File: config.mk
export PLATFORM = sky130hd
export DESIGN_NAME = sev_seg_scan_driver
export DESIGN_NICKNAME = d
export VERILOG_FILES = /design/src/rtl/sev_seg_pkg.sv /design/src/rtl/sev_seg_glyph.sv /design/src/rtl/sev_seg_scan_driver.sv
export SDC_FILE = /design/constraint.sdc
export NUM_CORES = 1
export LEC_CHECK = 0
export CAP_MARGIN = 5
export CORE_ASPECT_RATIO = 2
export CORE_UTILIZATION = 50
export CTS_BUF_LIST = sky130_fd_sc_hd__clkbuf_4
export CTS_CLUSTER_DIAMETER = 120
export CTS_CLUSTER_SIZE = 16
export DETAILED_ROUTE_END_ITERATION = 10
export PLACE_DENSITY = 0.84
export SLEW_MARGIN = 15
export SYNTH_ARGS = -nofsm -noshare
export SYNTH_HDL_FRONTEND = slang
export SYNTH_SLANG_ARGS = --single-unit
File: constraint.sdc
create_clock -name clk -period 2.7 [get_ports clk]
set_clock_uncertainty 0.1 [all_clocks]
set_input_delay 0.27 -clock clk [delete_from_list [all_inputs] [get_ports clk]]
set_output_delay 0.27 -clock clk [all_outputs]
set_load 0.02 [all_outputs]
File: src/rtl/sev_seg_pkg.sv
// Shared definitions for the seven-segment panel blocks: active-low glyph codes,
// the nibble-to-glyph lookup and a counter-width helper.
package sev_seg_pkg;

    localparam logic [6:0] GLYPH_0    = 7'b0000001;
    localparam logic [6:0] GLYPH_1    = 7'b1001111;
    localparam logic [6:0] GLYPH_2    = 7'b0010010;
    localparam logic [6:0] GLYPH_3    = 7'b0000110;
    localparam logic [6:0] GLYPH_4    = 7'b1001100;
    localparam logic [6:0] GLYPH_5    = 7'b0100100;
    localparam logic [6:0] GLYPH_6    = 7'b0100000;
    localparam logic [6:0] GLYPH_7    = 7'b0001111;
    localparam logic [6:0] GLYPH_8    = 7'b0000000;
    localparam logic [6:0] GLYPH_9    = 7'b0000100;
    localparam logic [6:0] GLYPH_A    = 7'b0001000;
    localparam logic [6:0] GLYPH_B    = 7'b1100000;
    localparam logic [6:0] GLYPH_C    = 7'b0110001;
    localparam logic [6:0] GLYPH_D    = 7'b1000010;
    localparam logic [6:0] GLYPH_E    = 7'b0110000;
    localparam logic [6:0] GLYPH_F    = 7'b0111000;
    localparam logic [6:0] SEG_OFF_AL = 7'b1111111;

    function automatic logic [6:0] glyph_al(input logic [3:0] nibble);
        logic [6:0] code;
        case (nibble)
            4'h0:    code = GLYPH_0;
            4'h1:    code = GLYPH_1;
            4'h2:    code = GLYPH_2;
            4'h3:    code = GLYPH_3;
            4'h4:    code = GLYPH_4;
            4'h5:    code = GLYPH_5;
            4'h6:    code = GLYPH_6;
            4'h7:    code = GLYPH_7;
            4'h8:    code = GLYPH_8;
            4'h9:    code = GLYPH_9;
            4'hA:    code = GLYPH_A;
            4'hB:    code = GLYPH_B;
            4'hC:    code = GLYPH_C;
            4'hD:    code = GLYPH_D;
            4'hE:    code = GLYPH_E;
            4'hF:    code = GLYPH_F;
            default: code = SEG_OFF_AL;
        endcase
        return code;
    endfunction

    // Bits needed to hold 0..n-1; never less than one.
    function automatic int cnt_w(input int n);
        return (n <= 2) ? 1 : $clog2(n);
    endfunction

endpackage

File: src/rtl/sev_seg_glyph.sv
// Combinational nibble to active-low {a..g} code; polarity is left to the caller
// so other panel blocks can share this decoder.
module sev_seg_glyph
    import sev_seg_pkg::*;
(
    input  logic [3:0] nibble,
    output logic [6:0] seg_al
);

    assign seg_al = glyph_al(nibble);

endmodule

File: src/rtl/sev_seg_scan_driver.sv
// Time-multiplexed N-digit seven-segment driver with per-digit enable, leading-zero
// blanking, blink and an anti-ghost dead time at the start of every digit slot.
module sev_seg_scan_driver
    import sev_seg_pkg::*;
#(
    parameter int NUM_DIGITS     = 4,
    parameter int REFRESH_DIV    = 100000,
    parameter int BLANK_CYCLES   = 1000,
    parameter int BLINK_FRAMES   = 64,
    parameter bit SEG_ACTIVE_LOW = 1'b1,
    parameter bit AN_ACTIVE_LOW  = 1'b1
) (
    input  logic                    clk,
    input  logic                    rst_n,
    input  logic                    load,
    input  logic [4*NUM_DIGITS-1:0] digits_in,
    input  logic [NUM_DIGITS-1:0]   dp_in,
    input  logic [NUM_DIGITS-1:0]   digit_en,
    input  logic [NUM_DIGITS-1:0]   blink_mask,
    input  logic                    lz_blank,
    output logic [6:0]              seg_out,
    output logic                    dp_out,
    output logic [NUM_DIGITS-1:0]   an_out,
    output logic                    frame_tick
);

    localparam int SLOT_W = cnt_w(REFRESH_DIV);
    localparam int IDX_W  = cnt_w(NUM_DIGITS);
    localparam int FRM_W  = cnt_w(BLINK_FRAMES);

    localparam logic [6:0]            SEG_IDLE = SEG_ACTIVE_LOW ? 7'h7F : 7'h00;
    localparam logic                  DP_IDLE  = SEG_ACTIVE_LOW;
    localparam logic [NUM_DIGITS-1:0] AN_IDLE  = AN_ACTIVE_LOW ? '1 : '0;

    logic [SLOT_W-1:0]       slot_reg;
    logic [IDX_W-1:0]        idx_reg;
    logic [FRM_W-1:0]        frame_reg;
    logic                    phase_reg;
    logic [4*NUM_DIGITS-1:0] digits_reg;
    logic [NUM_DIGITS-1:0]   dp_reg;
    logic [NUM_DIGITS-1:0]   en_reg;
    logic [NUM_DIGITS-1:0]   blink_reg;

    logic [6:0]              seg_reg;
    logic                    dp_out_reg;
    logic [NUM_DIGITS-1:0]   an_reg;
    logic                    tick_reg;

    logic                    slot_wrap;
    logic                    idx_wrap;
    logic                    frame_wrap;

    logic [NUM_DIGITS-1:0]   zero_tail;
    logic [NUM_DIGITS-1:0]   digit_blank;
    logic [NUM_DIGITS-1:0]   an_onehot;

    logic [3:0]              cur_nib;
    logic                    cur_dp;
    logic                    cur_blank;
    logic [6:0]              glyph_code;

    logic [6:0]              seg_al_next;
    logic                    dp_lit_next;
    logic [NUM_DIGITS-1:0]   an_sel_next;
    logic [6:0]              seg_next;
    logic                    dp_next;
    logic [NUM_DIGITS-1:0]   an_next;

    assign slot_wrap  = (slot_reg == SLOT_W'(REFRESH_DIV - 1));
    assign idx_wrap   = slot_wrap && (idx_reg == IDX_W'(NUM_DIGITS - 1));
    assign frame_wrap = idx_wrap && (frame_reg == FRM_W'(BLINK_FRAMES - 1));

    // A digit is a leading zero when it and every more-significant nibble are zero;
    // digit 0 is exempt so an all-zero value still shows "0".
    generate
        for (genvar gi = 0; gi < NUM_DIGITS; gi++) begin : g_digit
            assign zero_tail[gi] = ((digits_reg >> (4 * gi)) == '0);
            assign an_onehot[gi] = (idx_reg == IDX_W'(gi));
            if (gi == 0) begin : g_lsd
                assign digit_blank[gi] = !en_reg[gi] || (blink_reg[gi] && phase_reg);
            end else begin : g_upper
                assign digit_blank[gi] = !en_reg[gi] || (blink_reg[gi] && phase_reg) ||
                                         (lz_blank && zero_tail[gi]);
            end
        end
    endgenerate

    always_comb begin
        cur_nib   = 4'h0;
        cur_dp    = 1'b0;
        cur_blank = 1'b1;
        for (int i = 0; i < NUM_DIGITS; i++) begin
            if (idx_reg == IDX_W'(i)) begin
                cur_nib   = digits_reg[4*i +: 4];
                cur_dp    = dp_reg[i];
                cur_blank = digit_blank[i];
            end
        end
    end

    sev_seg_glyph u_glyph (
        .nibble (cur_nib),
        .seg_al (glyph_code)
    );

    // Blanked digits keep their anode so every digit gets the same duty cycle.
    always_comb begin
        seg_al_next = SEG_OFF_AL;
        dp_lit_next = 1'b0;
        an_sel_next = '0;
        if (int'(slot_reg) >= BLANK_CYCLES) begin
            an_sel_next = an_onehot;
            if (!cur_blank) begin
                seg_al_next = glyph_code;
                dp_lit_next = cur_dp;
            end
        end
        seg_next = SEG_ACTIVE_LOW ? seg_al_next : ~seg_al_next;
        dp_next  = SEG_ACTIVE_LOW ? ~dp_lit_next : dp_lit_next;
        an_next  = AN_ACTIVE_LOW ? ~an_sel_next : an_sel_next;
    end

    always_ff @(posedge clk) begin
        if (!rst_n) begin
            slot_reg   <= '0;
            idx_reg    <= '0;
            frame_reg  <= '0;
            phase_reg  <= 1'b0;
            digits_reg <= '0;
            dp_reg     <= '0;
            en_reg     <= '0;
            blink_reg  <= '0;
            seg_reg    <= SEG_IDLE;
            dp_out_reg <= DP_IDLE;
            an_reg     <= AN_IDLE;
            tick_reg   <= 1'b0;
        end else begin
            slot_reg <= slot_wrap ? '0 : slot_reg + 1'b1;
            if (slot_wrap) begin
                idx_reg <= idx_wrap ? '0 : idx_reg + 1'b1;
            end
            if (idx_wrap) begin
                frame_reg <= frame_wrap ? '0 : frame_reg + 1'b1;
            end
            if (frame_wrap) begin
                phase_reg <= ~phase_reg;
            end
            if (load) begin
                digits_reg <= digits_in;
                dp_reg     <= dp_in;
                en_reg     <= digit_en;
                blink_reg  <= blink_mask;
            end
            seg_reg    <= seg_next;
            dp_out_reg <= dp_next;
            an_reg     <= an_next;
            tick_reg   <= idx_wrap;
        end
    end

    assign seg_out    = seg_reg;
    assign dp_out     = dp_out_reg;
    assign an_out     = an_reg;
    assign frame_tick = tick_reg;

endmodule

==> out/results.ini, run 1 <==
[run_status]
status=finished clean

[global_route]
grtUsageTotal_pct=22.4
overflow=0
grt_max_degree=44
grt_pass1_wl_um=11400
antenna_found_initial=0
grt_pass1_vias=2555

[worst_hold_path]
hp-start=digits_in[1]
hp-class=input port to register

[yosys]
synth-simple-area-share_pct=24.7
synthArstFlopShare_pct=0
synth_xor_area_share_pct=4.33
synthTopCellsByArea=dfxtp_1, mux2i_1, nor2b_1
synth_top_family_by_area=simple AND/OR/NAND/NOR gates
ys.flop_type=dfxtp_1
synth_edf_count=0
synth.cell_area_um2=3240
ys_ff_latch=67
synth_top_area_cell=dfxtp_1
synth_most_common_cell=dfxtp_1
seq_area_frac_synth_pct=41.4
synth_nets=383
muxShareOfSynthArea_pct=11.5
synth_fa_ha_area_share_pct=5.03
synthCells=338
synth-compound-area-share_pct=8.66
synth_top_area_share_pct=41.4
synth_common_cells=dfxtp_1, mux2i_1, nand2_1
synth_warnings=0
syn_avg_cell_area_um2=9.58
synth.distinct_cells=48

[placement]
portBuffers=44
pre_cts_ws_ns=-0.100
placed_cell_area_um2=3750
dp_hpwl_um=5100
routabilityCongestion=0.871

[clock_tree]
cts_made_buffers=9
hold_buffers=0
cts_sinks=67
ctsHtreeMaxLevel=3
clkTransAtPathRegs_ns=0.11
clkLatencyLatePin_ns=0.41
cts_buffer_depth=2
cts-root-buf=clkbuf_4
cts_tree=yes

[worst_setup_path]
timing.rr.start=idx_reg[1]
worstSetupEndpointType=register
worstSetupStartpoint=idx_reg[1]
cp.arrival_ns=2.77
crit_type=register to register
required_ns=2.95
cp_max_fo=12
worstSetupStartpointType=register

[drt]
remaining_drc_errors=0
first_iter_violations=134
vias=2555
wl_per_cell_um=14.3
routed_via_density=5.38
firstDrtPassIters=4
ant_nets=0
routed_wl_um=6810

[die]
dieArea_um2=6820
ios=45
core_um2=6260
floorplan.initialDensity_pct=51.7
die_w_um=58.9
placementRows=41
die_h_um=116

[sta]
final-hold-violation-count=0
setup_viol=0
post-route-min-period_ns=2.52
fmaxAchievable_ghz=0.397
slew_headroom_pct=57.9
finalMaxSlewViolations=0
fin_ws_ns=0.178
period_share_pct=93.4
timing_worst_slew_pin_value_ns=0.625

[finish]
nets=431
antenna_cells=0
finalInstanceArea_um2=3880
utilization_pct=62.0
largest_reg_flops=17
layout-area-overhead-vs-synth_pct=19.8
seqCellArea_um2=1340
drive_gt1_share_pct=9.00
fillCellCount=546
multiInputGateArea_um2=1770

[run]
cap_violations=0

[pwr]
leakage_nw=1.54
ir_drop_v=0.000238
powerDensity_nw_per_um2=454

cells in the final DEF, fill, tap and decap left out, drive strengths merged, types with 9 or more instances in the layout:
cell type,n
dfxtp,67
clkbuf,11
inv,13
buf,9
nor2,21
ha,13
nand2,33
nand3,12
nor2b,32
xor2,9
mux2i,36
clkdlybuf4s50,44
cells by family after synthesis:
group           after synthesis
simple gates                142
flops                        67
mux                          37
compound gates               34
buf+inv                      29
xor+xnor                     16
fa+ha+maj                    13
layer usage:
layer	track usage (%)	routed length, µm
met1	22.0	2500
met2	40.6	3880
met3	6.03	217
met4	13.2	211
met5	0	0
what timing repair did:
item                       CTS  global route
pin swaps                    0             1
buffers inserted             0             2
resized for setup            1             2
setup endpoints to repair    5             3
report_power, final:
part	leakage, nW	internal [W]	switching (W)
logic	0.931	0.000104	0.0000816
registers	0.546	0.00102	0.0000225
clock network	0.0586	0.000197	0.000339
metrics by stage:
step | TNS, ns | cells | power [W] | hold slack, ns
final | 0 | 475 | 0.00176 | 0.377
after global routing | -0.00168 | 475 | 0.00185 | 0.364
after CTS | 0 | 473 | 0.00177 | 0.363
after detailed placement | -0.162 | 459 | 0.00124 | 0.362
after global placement | 0 | 459 | 0.00124 | 0.351
after floorplan | 0 | 338 | 0.00116 | 0.322
critical path: stages (launching register included):
cell	delay [ns]
dfxtp_1	0.34
inv_1	0.10
ha_1	0.37
nor2b_1	0.12
a221oi_1	0.33
o31ai_2	0.09
buf_4	0.18
buf_4	0.13
ha_1	0.28
mux2i_1	0.06
mux2_2	0.28
nand2_1	0.07
path summary, 6_finish.rpt:
kind | endpoint | slack, ns | cells after the start
worst max-delay path | seg_out[3] | 0.18 | 11
worst min-delay path | digits_reg[1] | 0.38 | 3
worst min register to register | slot_reg[0] | 0.38 | 1
worst max register to register | seg_out[3] | 0.18 | 11
area by class of cell:
class	instances	area share (%)
multi-input combinational	242	45.7
sequential	67	34.6
timing repair buffer	53	13.1
tap	86	2.77
clock buffer	11	2.13
inverter	13	1.26
clock inverter	3	0.452
(Power assumes the default switching activity.)
==> inputs of run 2 (changes only) <==
CORE_UTILIZATION = 49   (was 50)
CTS_BUF_LIST = unset   (was sky130_fd_sc_hd__clkbuf_4)
PLACE_DENSITY = 0.83   (was 0.84)
==> run 2 against run 1 <==
Compared with the run above:
- non-clock buffer count is 3 lower
- count of clock-buffer cells in the layout is 1 lower
- global-route usage is 0.22 points higher
- hold slack worse by 0.010 ns
- critical endpoint unchanged
- largest cell class unchanged
- sequential share of layout area is 2.1 points lower
- cell count is 0.21% lower
- combinational power hardly changed
- fmax is 1.2% lower
- clock power grew to 2.7 times the previous value
- via count is 2.0% higher
==> out/results.ini, run 2 (synthesized netlist as in run 1, its figures left out) <==
[placement]
portBuffers=44  ; unchanged
placed_cell_area_um2=3740  ; -0.20%
dp_hpwl_um=5070  ; -0.49%
post-place-cells=458  ; -0.22%
routabilityCongestion=0.813  ; -6.7%

[sta]
final-hold-violation-count=0  ; unchanged
period_share_pct=94.5  ; +1.1 points
fmaxAchievable_ghz=0.392  ; -1.2%
finalMaxSlewViolations=0  ; unchanged
timing_worst_slew_pin_value_ns=0.610  ; -0.0150 ns
slew_headroom_pct=59.0  ; +1.0 points
rsz0062_at_grt=true
finalSetupTns_ns=0  ; unchanged
hold_ws_ns=0.367  ; -0.0100 ns
post-route-min-period_ns=2.55  ; +0.0304 ns
setup_viol=0  ; unchanged

[clock_tree]
cts_buffer_depth=2  ; unchanged
post-cts-setup-buffers=0  ; unchanged
ctsHtreeMaxLevel=3  ; unchanged
cts_made_buffers=9  ; unchanged
cts_tree=yes
clkTransAtPathRegs_ns=0.05  ; -0.06 ns
cts_sinks=67  ; unchanged
hold_buffers=0  ; unchanged
cts-root-buf=clkbuf_16
clkLatencyLatePin_ns=0.34  ; -0.07 ns

[finish]
layout-area-overhead-vs-synth_pct=27.7
multiInputGateArea_um2=1780  ; +0.14%
fillCellCount=524  ; -4.0%
utilization_pct=65.0  ; +3.0 points
finalInstanceArea_um2=4130  ; +6.6%
drive_gt1_share_pct=8.51  ; -0.49 points
seqCellArea_um2=1340  ; unchanged
fin_cells=474  ; -0.21%
largest_reg_flops=17  ; unchanged
final_cell_mix=dfxtp_1, clkdlybuf4s50_1, mux2i_1
nets=428  ; -0.70%
antenna_cells=0  ; unchanged
final_common_cell=dfxtp_1

[drt]
vias=2605  ; +2.0%
firstDrtPassIters=4  ; unchanged
routed_via_density=5.50  ; +2.2%
ant_nets=0  ; unchanged
routed_wl_um=7320  ; +7.6%
wl_per_cell_um=15.5  ; +7.8%
remaining_drc_errors=0  ; unchanged
first_iter_violations=129  ; -3.7%

[run_status]
status=finished clean

[worst_setup_path]
crit_type=register to register
crit_chain=inv_1 -> ha_1 -> nor2b_1 -> a22oi_1 -> a221oi_1 -> inv_1 -> ha_1 -> mux2i_1 -> mux2_2 -> nand2_1
cp_max_fo=12  ; unchanged
cp.arrival_ns=2.66  ; -0.11 ns
worstSetupStartpointType=register
cp_slowest_cell=a221oi_1
required_ns=2.81  ; -0.14 ns
worstSetupEndpointType=register
crit_path_max_incr_delay_ns=0.38  ; about the same

[global_route]
grt_pass1_vias=2465  ; -3.5%
grt_max_degree=44  ; unchanged
grt_pass1_wl_um=11400  ; -0.36%
antenna_found_initial=0  ; unchanged
overflow=0  ; unchanged
grtUsageTotal_pct=22.6  ; +0.22 points

[die]
die_w_um=59.5  ; +0.98%
dieArea_um2=6950  ; +2.0%
core_um2=6360  ; +1.6%
floorplan.initialDensity_pct=50.9  ; -0.83 points
die_h_um=117  ; +1.0%
ios=45  ; unchanged
placementRows=41  ; unchanged

[pwr]
leakage_nw=1.64  ; +6.8%
ir_drop_v=0.000509  ; +110%
powerDensity_nw_per_um2=648  ; +43%

[run]
cap_violations=0  ; unchanged

[worst_hold_path]
hp-class=register to register

run 2: cell count changes in the layout (fill, tap and decap cells not counted):
cell       delta
a221oi_2      -1
a221oi_1      +1
o31ai_4       +1
clkbuf_16     +9
bufinv_16     +4
clkinv_2      -2
buf_4         -3
clkbuf_4     -11
o31ai_2       -1
clkinv_4      +1
clkbuf_8      +1
run 2: worst paths after layout:
kind                                  start     endpoint  slack (ns)  cells past startpoint
worst max-delay path             idx_reg[1]   seg_out[3]        0.15                     10
worst min-delay path            slot_reg[0]  slot_reg[0]        0.37                      1
worst max register to register   idx_reg[1]   seg_out[3]        0.15                     10
worst min register to register  slot_reg[0]  slot_reg[0]        0.37                      1
run 2: stage by stage:
stage / power, W / setup WS, ns
after floorplan: 0.00116 / 0.180
after global placement: 0.00124 / 0.0608
after detailed placement: 0.00124 / -0.0692
after CTS: 0.00269 / 0.0666
after global routing: 0.00275 / -0.0968
final: 0.00268 / 0.148
run 2: report_power, final:
part	internal [W]	switching [W]	total, W
sequential	0.00102	0.0000225	0.00104
clock	0.00102	0.000427	0.00145
combinational	0.000103	0.0000859	0.000188
run 2: metal layers:
layer | share of wire [%] | GRT usage, % | vias up | wire (µm)
li1 | - | - | 1267 | -
met1 | 35 | 20.5 | 1255 | 2570
met2 | 58 | 43.0 | 65 | 4240
met3 | 3.5 | 5.49 | 18 | 255
met4 | 3.5 | 13.7 | 0 | 255
met5 | 0 | 0 | - | 0
run 2: final cells by class:
cell class                 count  area share, %
clock buffer                  10           5.78
clock inverter                 6           3.30
inverter                      13           1.18
multi-input combinational    242           42.9
sequential                    67           32.4
tap                           86           2.60
timing repair buffer          50           11.7
run 2: worst max-delay path, delay by kind of cell (launching register included):
| kind | cells | cell delay (ns) |
|---|---|---|
| AO/OA/AOI/OAI | 2 | 0.49 |
| flip-flops | 1 | 0.36 |
| AND/OR/NAND/NOR | 2 | 0.24 |
| buffers and inverters | 2 | 0.27 |
| multiplexers | 2 | 0.30 |
| adder cells (fa/ha/maj) | 2 | 0.67 |
run 2: timing repair:
item / in CTS / in global routing
endpoints found under the setup margin: 5 / 5
resized for setup: 1 / 2
hold endpoints to repair: 0 / 0
==> inputs of run 3 (changes only) <==
CORE_ASPECT_RATIO = 0.9   (was 2)
==> run 3 against run 2 <==
Compared with the run above:
- non-clock buffer count up 3
- first-iteration DRC count up 25%
- clock power down 47%
- sequential share of layout area up 1.4 points
- largest cell class unchanged
- largest power group is now sequential cells
- combinational power about the same
- utilization is 1.7 points lower
- flip-flop and latch count unchanged
- routed wire length fell by 7.7%
- design area shrank 4.3%
==> out/results.ini, run 3 (synthesized netlist as in run 1, its figures left out) <==
[sta]
slew_headroom_pct=61.0  ; +2.0 points
fmaxAchievable_ghz=0.396  ; +1.1%
period_share_pct=93.5  ; -1.1 points
post-route-min-period_ns=2.52  ; -0.0287 ns
finalMaxSlewViolations=0  ; unchanged
timing_worst_slew_pin_value_ns=0.580  ; -0.0298 ns
final-hold-violation-count=0  ; unchanged
finalSetupTns_ns=0  ; unchanged
rsz0062_at_grt=false
setup_viol=0  ; unchanged

[worst_setup_path]
required_ns=2.89  ; +0.08 ns
cp_max_fo=6  ; -6
cp.arrival_ns=2.72  ; +0.06 ns
crit_path_max_incr_delay_ns=0.40  ; +0.02 ns
crit_type=register to register
cp_slowest_cell=dfxtp_1
worstSetupStartpointType=register
crit_chain=inv_1 -> ha_1 -> nor2b_1 -> a221oi_1 -> o31ai_1 -> buf_4 -> inv_1 -> ha_1 -> mux2i_1 -> mux2_2 -> nand2_1
worstSetupEndpointType=register

[drt]
ant_nets=0  ; unchanged
routed_via_density=5.32  ; -3.3%
wl_per_cell_um=14.1  ; -8.5%
firstDrtPassIters=4  ; unchanged
first_iter_violations=161  ; +25%
remaining_drc_errors=0  ; unchanged
routed_wl_um=6760  ; -7.7%
vias=2541  ; -2.5%

[finish]
nets=431  ; +0.70%
largest_reg_flops=17  ; unchanged
antenna_cells=0  ; unchanged
fillCellCount=497  ; -5.2%
layout-area-overhead-vs-synth_pct=22.3
final_cell_mix=dfxtp_1, clkdlybuf4s50_1, mux2i_1
final_common_cell=dfxtp_1
drive_gt1_share_pct=8.95  ; +0.45 points

[die]
ios=45  ; unchanged
core_um2=6250  ; -1.8%
die_w_um=87.7  ; +47%
placementRows=27  ; -34%
die_h_um=79.1  ; -32%
floorplan.initialDensity_pct=51.8  ; +0.91 points
dieArea_um2=6940  ; -0.28%

[clock_tree]
ctsHtreeMaxLevel=3  ; unchanged
clkLatencyLatePin_ns=0.35  ; about the same
ctsResizeCount=0  ; -1
cts_buffer_depth=2  ; unchanged
cts_tree=yes
clkTransAtPathRegs_ns=0.07  ; +0.02 ns
post-cts-setup-buffers=0  ; unchanged
cts_made_buffers=9  ; unchanged
cts-root-buf=clkbuf_8
cts_sinks=67  ; unchanged
hold_buffers=0  ; unchanged

[global_route]
grt_pass1_wl_um=11500  ; +1.2%
grt_pass1_vias=2485  ; +0.81%
antenna_found_initial=0  ; unchanged
grt_max_degree=44  ; unchanged
overflow=0  ; unchanged
grtUsageTotal_pct=21.5  ; -1.2 points

[placement]
portBuffers=44  ; unchanged
dp_hpwl_um=4920  ; -3.1%
routabilityCongestion=0.834  ; +2.6%

[run_status]
status=finished clean

[pwr]
p_total_w=0.00200  ; -25%
ir_drop_v=0.000364  ; -28%
powerDensity_nw_per_um2=505  ; -22%
leakage_nw=1.56  ; -4.7%

[worst_hold_path]
hp-class=register to register

[run]
cap_violations=0  ; unchanged

-- run 3: changes by cell type in the layout (fill, tap and decap cells not counted) --
cell	change
buf_4	+3
bufinv_16	-4
clkbuf_16	-9
clkbuf_8	+10
clkinv_2	+1
clkinv_4	+1
clkinvlp_4	+1
o31ai_1	+1
o31ai_4	-1
-- run 3: layout make-up --
type / count / area [µm²] / area share (%)
flip-flops and latches: 67 / 1340 / 33.9
multi-input cells: 242 / 1760 / 44.5
repair buffers: 53 / 508 / 12.8
inverters: 13 / 48.8 / 1.23
clock inverters: 5 / 37.5 / 0.948
clock buffers: 11 / 151 / 3.83
well taps: 87 / 109 / 2.75
-- run 3: where the power goes --
part / internal, W / switching, W
Combinational: 0.000105 / 0.0000810
Sequential: 0.00102 / 0.0000217
Clock: 0.000384 / 0.000390
-- run 3: per-layer routing --
layer	part of all wire [%]	track usage, %	vias to the layer above
met1	48	27.8	1187
met2	46	34.6	67
met5	0	0	-
met4	1.7	7.87	0
met3	4.6	5.09	13
li1	-	-	1274
-- run 3: worst max-delay path, delay by kind of cell (launching register included) --
kind	cells	cell delay, ns
adders and majority gates	2	0.57
AOI/OAI and AO/OA	2	0.41
DFF	1	0.40
buffers and inverters	3	0.38
muxes	2	0.38
and+or+nand+nor	2	0.24
-- run 3: per-stage QoR --
stage               hold WS (ns)  instance area, µm²  setup slack, ns  cells  util, %
finish                     0.375                3960            0.176    478     63.3
global route               0.408                3960           0.0200    478     63.3
CTS                        0.382                3950            0.135    478     63.2
detailed placement         0.364                3760            0.164    462     60.2
global placement           0.352                3760            0.350    462     60.2
floorplan                  0.322                3240            0.180    338        -
-- run 3: path summary, 6_finish.rpt --
check / startpoint / slack, ns / depth (start not counted) / to
min reg2reg: slot_reg[0] / 0.37 / 1 / slot_reg[0]
max reg2reg: idx_reg[0] / 0.18 / 11 / seg_out[3]
max: idx_reg[0] / 0.18 / 11 / seg_out[3]
min: slot_reg[0] / 0.37 / 1 / slot_reg[0]
